$ cat src/rtl/cordic_iter.sv
// Folded CORDIC: a single shift/add stage reused for N_ITER cycles, then one gain-compensation cycle.
// Vectoring requests record their direction codes and quadrant flag; rotation requests replay them.
module cordic_iter #(
   parameter int C_IWL  = 5,
   parameter int C_FWL  = 15,
   parameter int N_ITER = 15,
   parameter int GAIN   = 19898,
   localparam int W     = C_IWL + C_FWL
) (
   input  logic         Clk,
   input  logic         Reset,
   input  logic         i_valid,
   output logic         o_ready,
   input  logic         i_vectoring_mode,
   input  logic [W-1:0] i_X,
   input  logic [W-1:0] i_Y,
   output logic         o_valid,
   input  logic         i_ready,
   output logic [W-1:0] o_X,
   output logic [W-1:0] o_Y,
   output logic         o_vectoring_mode
);

   localparam int KW = (N_ITER > 1) ? $clog2(N_ITER) : 1;
   localparam logic [KW-1:0] K_LAST = KW'(N_ITER - 1);
   localparam int PW = W + C_FWL + 1;

   // Direction codes: 00 = no rotation, 01 = +1, 11 = -1.
   localparam logic [1:0] U_ZERO = 2'b00;
   localparam logic [1:0] U_POS  = 2'b01;
   localparam logic [1:0] U_NEG  = 2'b11;

   typedef enum logic [1:0] {IDLE, ITER, SCALE, DONE} state_t;

   state_t state, state_nx;

   logic signed [W-1:0]  x, y, x_sh, y_sh, x_nx, y_nx, x_in, y_in;
   logic signed [PW-1:0] gain_s, prod_x, prod_y;
   logic [N_ITER-1:0][1:0] codes;
   logic [1:0]           u;
   logic [KW-1:0]        k;
   logic                 mode, qflag, q_in;

   // FSM: state register
   always_ff @(posedge Clk or negedge Reset) begin
      if (!Reset) state <= IDLE;
      else        state <= state_nx;
   end

   // FSM: next state
   always_comb begin
      state_nx = state;
      case (state)
         IDLE:    if (i_valid)     state_nx = ITER;
         ITER:    if (k == K_LAST) state_nx = SCALE;
         SCALE:                    state_nx = DONE;
         DONE:    if (i_ready)     state_nx = IDLE;
         default:                  state_nx = IDLE;
      endcase
   end

   // FSM: outputs
   always_comb begin
      o_ready = (state == IDLE);
      o_valid = (state == DONE);
   end

   // Left-half-plane operands are folded into the right half by negation.
   assign q_in = i_vectoring_mode ? i_X[W-1] : qflag;
   assign x_in = q_in ? -$signed(i_X) : $signed(i_X);
   assign y_in = q_in ? -$signed(i_Y) : $signed(i_Y);

   assign x_sh = x >>> k;
   assign y_sh = y >>> k;

   always_comb begin
      u = codes[k];
      if (mode) begin
         if (y == '0)    u = U_ZERO;
         else if (y[W-1]) u = U_POS;
         else            u = U_NEG;
      end
   end

   always_comb begin
      x_nx = x;
      y_nx = y;
      case (u)
         U_POS: begin x_nx = x - y_sh; y_nx = y + x_sh; end
         U_NEG: begin x_nx = x + y_sh; y_nx = y - x_sh; end
         default: ;
      endcase
   end

   assign gain_s = PW'(GAIN);
   assign prod_x = PW'(x) * gain_s;
   assign prod_y = PW'(y) * gain_s;

   always_ff @(posedge Clk or negedge Reset) begin
      if (!Reset) begin
         x                <= '0;
         y                <= '0;
         k                <= '0;
         mode             <= 1'b0;
         qflag            <= 1'b0;
         codes            <= '0;
         o_X              <= '0;
         o_Y              <= '0;
         o_vectoring_mode <= 1'b0;
      end else begin
         case (state)
            IDLE: if (i_valid) begin
               mode <= i_vectoring_mode;
               x    <= x_in;
               y    <= y_in;
               k    <= '0;
               if (i_vectoring_mode) qflag <= q_in;
            end
            ITER: begin
               x <= x_nx;
               y <= y_nx;
               k <= k + 1'b1;
               if (mode) codes[k] <= u;
            end
            SCALE: begin
               o_X              <= W'(prod_x >>> C_FWL);
               o_Y              <= mode ? '0 : W'(prod_y >>> C_FWL);
               o_vectoring_mode <= mode;
            end
            default: ;
         endcase
      end
   end

endmodule

$ cat config.mk
export PLATFORM = sky130hd
export DESIGN_NAME = cordic_iter
export DESIGN_NICKNAME = d
export VERILOG_FILES = /design/src/rtl/cordic_iter.sv
export SDC_FILE = /design/constraint.sdc
export NUM_CORES = 1
export LEC_CHECK = 0
export CAP_MARGIN = 20
export CORE_ASPECT_RATIO = 1.25
export CORE_UTILIZATION = 40
export CTS_CLUSTER_SIZE = 24
export DETAILED_ROUTE_END_ITERATION = 8
export DONT_BUFFER_PORTS = 1
export PLACE_DENSITY = 0.61
export SLEW_MARGIN = 20
export SYNTH_ARGS = -nofsm -noshare
export SYNTH_HDL_FRONTEND = slang
export SYNTH_SLANG_ARGS = --single-unit
$ cat constraint.sdc
create_clock -name Clk -period 12.35 [get_ports Clk]
set_clock_uncertainty 0.2 [all_clocks]
set_input_delay 1.235 -clock Clk [delete_from_list [all_inputs] [get_ports Clk]]
set_output_delay 1.235 -clock Clk [all_outputs]
set_load 0.02 [all_outputs]
==> impl_results.md, run 1 <==
* Final ANT Viol Nets at 0
* Share of cells above drive strength 1 at under 10%
* Simple-gate share of the synthesized area at 8.56%
* Root buf cell: clkbuf_16
* Worst-margin pin slew at between 1 and 1.5 ns
* CP startpoint kind: flip-flop
* XOR/XNOR Fraction of Synth Area at 5.59%
* Diodes inserted at 0
* Initial antenna violation count at 0
* GR peak layer: met2
* Clock sinks at 119
* Detail Placement HPWL at 48.9 mm
* Vias at 16621
* Post-synth ARST share at 100%
* First-pass GRT wire length at 95.7 mm
* Initial Util at 40.6%
* Total track usage at ~22%
* Ys Warns at 0
* Top cells by area, synth: fa_1 (24%), ha_1 (17%), dfrtp_1 (14%), inv_1 (8.6%), xnor2_1 (3.6%)
* Min cycle time layout at around 6.9 ns
* CP Class: flip-flop to flip-flop
* Fin crit share at 55.8%
* Final setup viols at 0
* Most common cell after layout, fill and taps aside: inv_1
* DRT iter0 DRCs at approximately 890
* Postcts setup bufs at 0
* Met3 Usage GRT at ~2.7%
* Leading area contributor after synthesis: fa_1
* Synth Area in Adders at 41.1%
* I/O pin cnt at 88
* Met2 GRT Util at 41.3%
* Register area share after synthesis at roughly 14%
* Class of the worst hold path: input pin to async pin
* Peak Freq at roughly 150 MHz
* CP endpoint kind: flip-flop
* CTS tree: done
* Largest net degree at the start of global routing at 120
* Vias in the first global route at 17635
* Core Footprint at ~54000 µm²
* Cts repair resizes at 0
* Mapped Cells at roughly 2400
* CTS Buf Count at 17
* Rows at 95
* Fin. Hold Viols at 0
* Ys flop type: dfrtp_1
* GPL Wtd Cong at 0.969
* Synth Area per Inst at roughly 9.3 µm²
* DRC viols at 0
* Met1 usage at 24.7%
* Most frequent cells in the layout: inv_1 (502), ha_1 (298), fa_1 (262)
* Port bufs at 0
* Syn nets at 2961
* Max cap viols at 0
* Slew Viols, Final at 0
* Worst skew pair latency at approximately 0.46 ns
* Yosys reg bits at 119
* Cell Area, Synth at 21900 µm²
* Crit path DAT at 7.04 ns
* H-Tree Depth at 4
* Largest family of logic cells by synthesized area: adder cells
* WP data required at 12.49 ns
* Area share of the leading cell type in the synthesized netlist at 23.9%
* Congestion Overflow GR at 0
* Synth unique cells at 71
* Die H at 264 µm
* Complex-gate fraction of the synthesized area at between 10 and 15%
* RSZ-0062 raised after global routing: no
* Result of the run: finished clean
* Via density per instance at 5.43
* CTS Hold Bufs at 0
* Full die area at 55700 µm²
* Die W at ~210 µm
* Nets at 2931
* Number of flops mapped to enable cells by yosys at 0
* Clock transition at path regs at 0.06 ns
* Setup TNS Final at 0 ns
* Pre-antenna DRT Iters at 5
* Bufs on Longest Clock Path at 2
* Multiplexer share of the synthesized area at 8.17%
* WL/cell at 19.3 µm
* Synthesis-to-finish area growth at 6.14%
* Worst-path maximum fanout at 11
* Slew headroom at 31.4%
* WL final at slightly below 60 mm
[through the flow]
step	std cells	hold slack [ns]	cell area, µm²	util [%]	setup WS, ns
2_1_floorplan	2354	0.272	21900	-	5.42
3_3_place_gp	3032	0.285	22700	42.0	5.46
3_5_place_dp	3032	0.295	22700	42.0	5.38
4_1_cts	3063	0.260	23300	43.1	5.35
5_1_grt	3063	0.272	23300	43.1	5.09
6_report	3063	0.294	23300	43.1	5.46
[path summary, 6_finish.rpt]
check                      startpoint  endpoint  slack, ns  cells past startpoint
min reg2reg                  codes[0]  codes[0]       0.31                      1
max                              x[9]   o_X[19]       5.46                     21
max in group asynchronous       Reset    o_Y[0]      11.24                      0
min in group Clk             codes[0]  codes[0]       0.31                      1
max reg2reg                      x[9]   o_X[19]       5.46                     21
min                             Reset      y[5]       0.29                      0
[cells in the mapped netlist, types with 9 or more instances]
cell,number
mux2_2,46
nand2_1,107
or3_1,10
o21ai_0,107
xor2_1,50
and3_1,11
a21o_1,34
xnor2_1,90
mux4_1,13
nor2_1,131
o22ai_1,9
a211oi_1,21
dfrtp_1,119
ha_1,300
nand2b_1,13
a22o_1,13
o21a_1,11
o21bai_1,12
inv_1,502
a21oi_1,133
a31oi_1,37
mux2i_1,21
nand3_1,29
mux4_2,32
nor4_1,10
nand4_1,12
o31ai_1,9
nor3_1,35
clkbuf_1,49
fa_1,262
[state kept, by name (all words and copies together) (netlist names)]
| name | cells |
|---|---|
| codes | 30 |
| k | 4 |
| mode | 1 |
| o_X | 20 |
| o_Y | 20 |
| o_vectoring_mode | 1 |
| qflag | 1 |
| state | 2 |
| x | 20 |
| y | 20 |
[critical path, cell delays in order, from the launching register on]
cell and delay [ns]:
dfrtp_1 0.65, ha_1 0.35, inv_1 0.11, fa_1 0.42, inv_1 0.11, fa_1 0.46
fa_1 0.51, fa_1 0.50, inv_1 0.05, fa_1 0.48, inv_1 0.05, ha_1 0.28
nand3_1 0.14, o221ai_1 0.14, a211oi_1 0.37, buf_4 0.22, a21oi_1 0.11, a41oi_1 0.56
o21ai_0 0.34, a211oi_1 0.35, xnor2_1 0.12, mux2_2 0.26
[metal layers]
layer | vias to the layer above | wire length [µm]
li1 | 7796 | -
met1 | 8413 | 22500
met2 | 307 | 32700
met3 | 105 | 1470
met4 | 0 | 2440
met5 | - | 0
[cell type report]
type	count	area, µm²
fillers	5316	30700
clock inverters	14	151
multi-input cells	1663	16800
repair buffers	20	150
flip-flops and latches	119	2980
clock buffers	17	425
well taps	727	910
inverters	503	1890
[kinds of logic after synthesis]
family / after synthesis
AO/OA/AOI/OAI: 450
XOR/XNOR: 140
adder cells (fa/ha/maj): 562
buffers and inverters: 572
flip-flops: 119
multiplexers: 112
AND/OR/NAND/NOR: 399
Power of run 1 is left out: the tool's default activity adds up to more than one toggle a clock period on the data nets, which glitch-free logic cannot reach.
==> run 2: changes to the inputs <==
--- a/config.mk
+++ b/config.mk
@@ -11,7 +11,7 @@
 export CTS_CLUSTER_SIZE = 24
 export DETAILED_ROUTE_END_ITERATION = 8
 export DONT_BUFFER_PORTS = 1
-export PLACE_DENSITY = 0.61
+export PLACE_DENSITY = 0.63
 export SLEW_MARGIN = 20
 export SYNTH_ARGS = -nofsm -noshare
 export SYNTH_HDL_FRONTEND = slang
==> constraint.sdc (replaced) <==
create_clock -name Clk -period 5.71 [get_ports Clk]
set_clock_uncertainty 0.2 [all_clocks]
set_input_delay 0.571 -clock Clk [delete_from_list [all_inputs] [get_ports Clk]]
set_output_delay 0.571 -clock Clk [all_outputs]
set_load 0.02 [all_outputs]
==> run 2 against run 1 <==
Net effect:
- the flow now finishes with violations (setup timing)
- setup slack lost 5.6 ns
- cell area grew 18%
- clock-buffer cell count grew 2
- sequential cell count is the same
- first-iteration DRC count shrank 16%
- critical path type unchanged
==> impl_results.md, run 2 (synthesized netlist as in run 1, its figures left out) <==
* Result of the run: finished with violations
* Failing checks: setup timing
* Die H at 264 µm
* Share of cells above drive strength 1 at between 20% and 30%
* CTS tree: done
* Die W at 211 µm
* Clock sinks at 119
* Filler cell count at 4894
* Layout Cells excl Fill at 3416
* Congestion Overflow GR at 0
* CP startpoint kind: flip-flop
* Fin. Hold Viols at 0
* Area taken by multi-input logic gates at approximately 18000 µm²
* Class of the worst hold path: input pin to flip-flop
* Port bufs at 0
* CP Class: flip-flop to flip-flop
* Full die area at 55700 µm²
* Rows at 95
* Min cycle time layout at 5.84 ns
* Via density per instance at 5.28
* Crit path DAT at 6.00 ns
* DRT iter0 DRCs at between 700 and 800
* First-pass GRT wire length at 102 mm
* DRC viols at 0
* Nets at 3283
* Slew Viols, Final at 0
* CP endpoint kind: flip-flop
* Cell area after layout at 27400 µm²
* Final setup viols at 16
* I/O pin cnt at 88
* Fin crit share at 102%
* Total track usage at 23.4%
* Diodes inserted at 0
* Setup slack, reg-to-reg at -0.13 ns
* Bufs on Longest Clock Path at 2
* Worst-margin pin slew at 1.08 ns
* WP data required at 5.87 ns
* CTS Buf Count at 17
* Worst skew pair latency at 0.48 ns
* Vias at 18036
* Max cap viols at 0
* Largest net degree at the start of global routing at 120
* Most frequent cells in the layout: inv_1 (465), buf_4 (338), ha_1 (243)
* Root buf cell: clkbuf_16
* H-Tree Depth at 4
* Max reg flops at 30
* Placed cells at around 3300
* Initial antenna violation count at 0
* WL/cell at 18.7 µm
* Placed cell area at 25100 µm²
* WL final at 64.0 mm
* Final ANT Viol Nets at 0
* Worst-path maximum fanout at 5
* Worst setup margin at -0.131 ns
* Pre-antenna DRT Iters at 5
* Slew headroom at 27.7%
* Detail Placement HPWL at 51.7 mm
* Clock transition at path regs at 0.06 ns
* Vias in the first global route at between 15000 and 20000
* Fin util at 50.8%
* Seq. cell area at between 3000 and 4000 µm²
* Peak Freq at 171 MHz
* Most common cell after layout, fill and taps aside: inv_1
* GPL Wtd Cong at 0.942
* Initial Util at 40.6%
* Core Footprint at approximately 54000 µm²
* Setup TNS Final at -1.06 ns
* RSZ-0062 raised after global routing: yes
* Largest reg by FF count: codes
* Synthesis-to-finish area growth at 25.1%
==> run 2: cell types whose count changed in the layout (fill, tap and decap cells not counted), moves of 22 or more <==
cell / change
ha_4: +50
buf_6: +27
buf_4: +318
ha_1: -55
inv_2: +35
a21oi_1: -22
inv_1: -37
==> run 2: worst paths after layout <==
path                               start       end  depth (start not counted)
worst max-delay path               x[10]   o_X[10]                         22
worst min-delay path             i_X[19]     qflag                          1
worst max register to register     x[10]   o_X[10]                         22
worst min register to register  codes[8]  codes[8]                          1
max in group asynchronous          Reset      k[0]                          2
min in group asynchronous          Reset   o_Y[13]                          2
==> run 2: cell type report <==
cell class / count / area share, %
clock buffer: 19 / 1.65
multi-input combinational: 1663 / 65.7
inverter: 503 / 6.91
clock inverter: 13 / 0.543
sequential: 119 / 11.0
timing repair buffer: 372 / 10.9
tap: 727 / 3.32
==> run 2: worst max-delay path, stage by stage (launching register included) <==
cell,delay (ns)
dfrtp_2,0.49
buf_6,0.15
ha_4,0.27
inv_1,0.07
fa_1,0.50
inv_1,0.06
fa_1,0.47
fa_1,0.56
fa_1,0.43
fa_1,0.54
ha_4,0.21
o21a_1,0.18
o21a_1,0.18
o21ai_2,0.22
buf_4,0.16
a21oi_4,0.04
a41oi_4,0.24
buf_4,0.18
buf_6,0.08
inv_1,0.04
a21oi_2,0.12
xnor2_1,0.07
mux2_2,0.26
==> run 2: per-stage QoR <==
step / hold WS, ns / setup slack [ns]
after floorplan: 0.0754 / -0.427
after global placement: 0.0805 / -0.585
after detailed placement: 0.0812 / -0.639
after CTS: 0.0436 / -0.119
after global routing: 0.0503 / -0.343
final: 0.0556 / -0.131
==> run 2: layer usage <==
layer | global-route usage, % | vias up | part of all wire [%]
met5 | 0 | - | 0
met4 | 10.3 | 0 | 4.2
met1 | 25.7 | 8993 | 37
li1 | - | 8487 | -
met2 | 44.5 | 404 | 55
met3 | 2.89 | 152 | 3.6
==> run 2: repair_timing <==
action / CTS / global route
resized for setup: 148 / 115
buffers inserted: 41 / 25
setup endpoints to repair: 37 / 40
hold buffers: 2 / 0
pin swaps: 122 / 81
cloned: 0 / 0
endpoints found under the hold margin: 119 / 0
Power of run 2 is left out for the same reason.
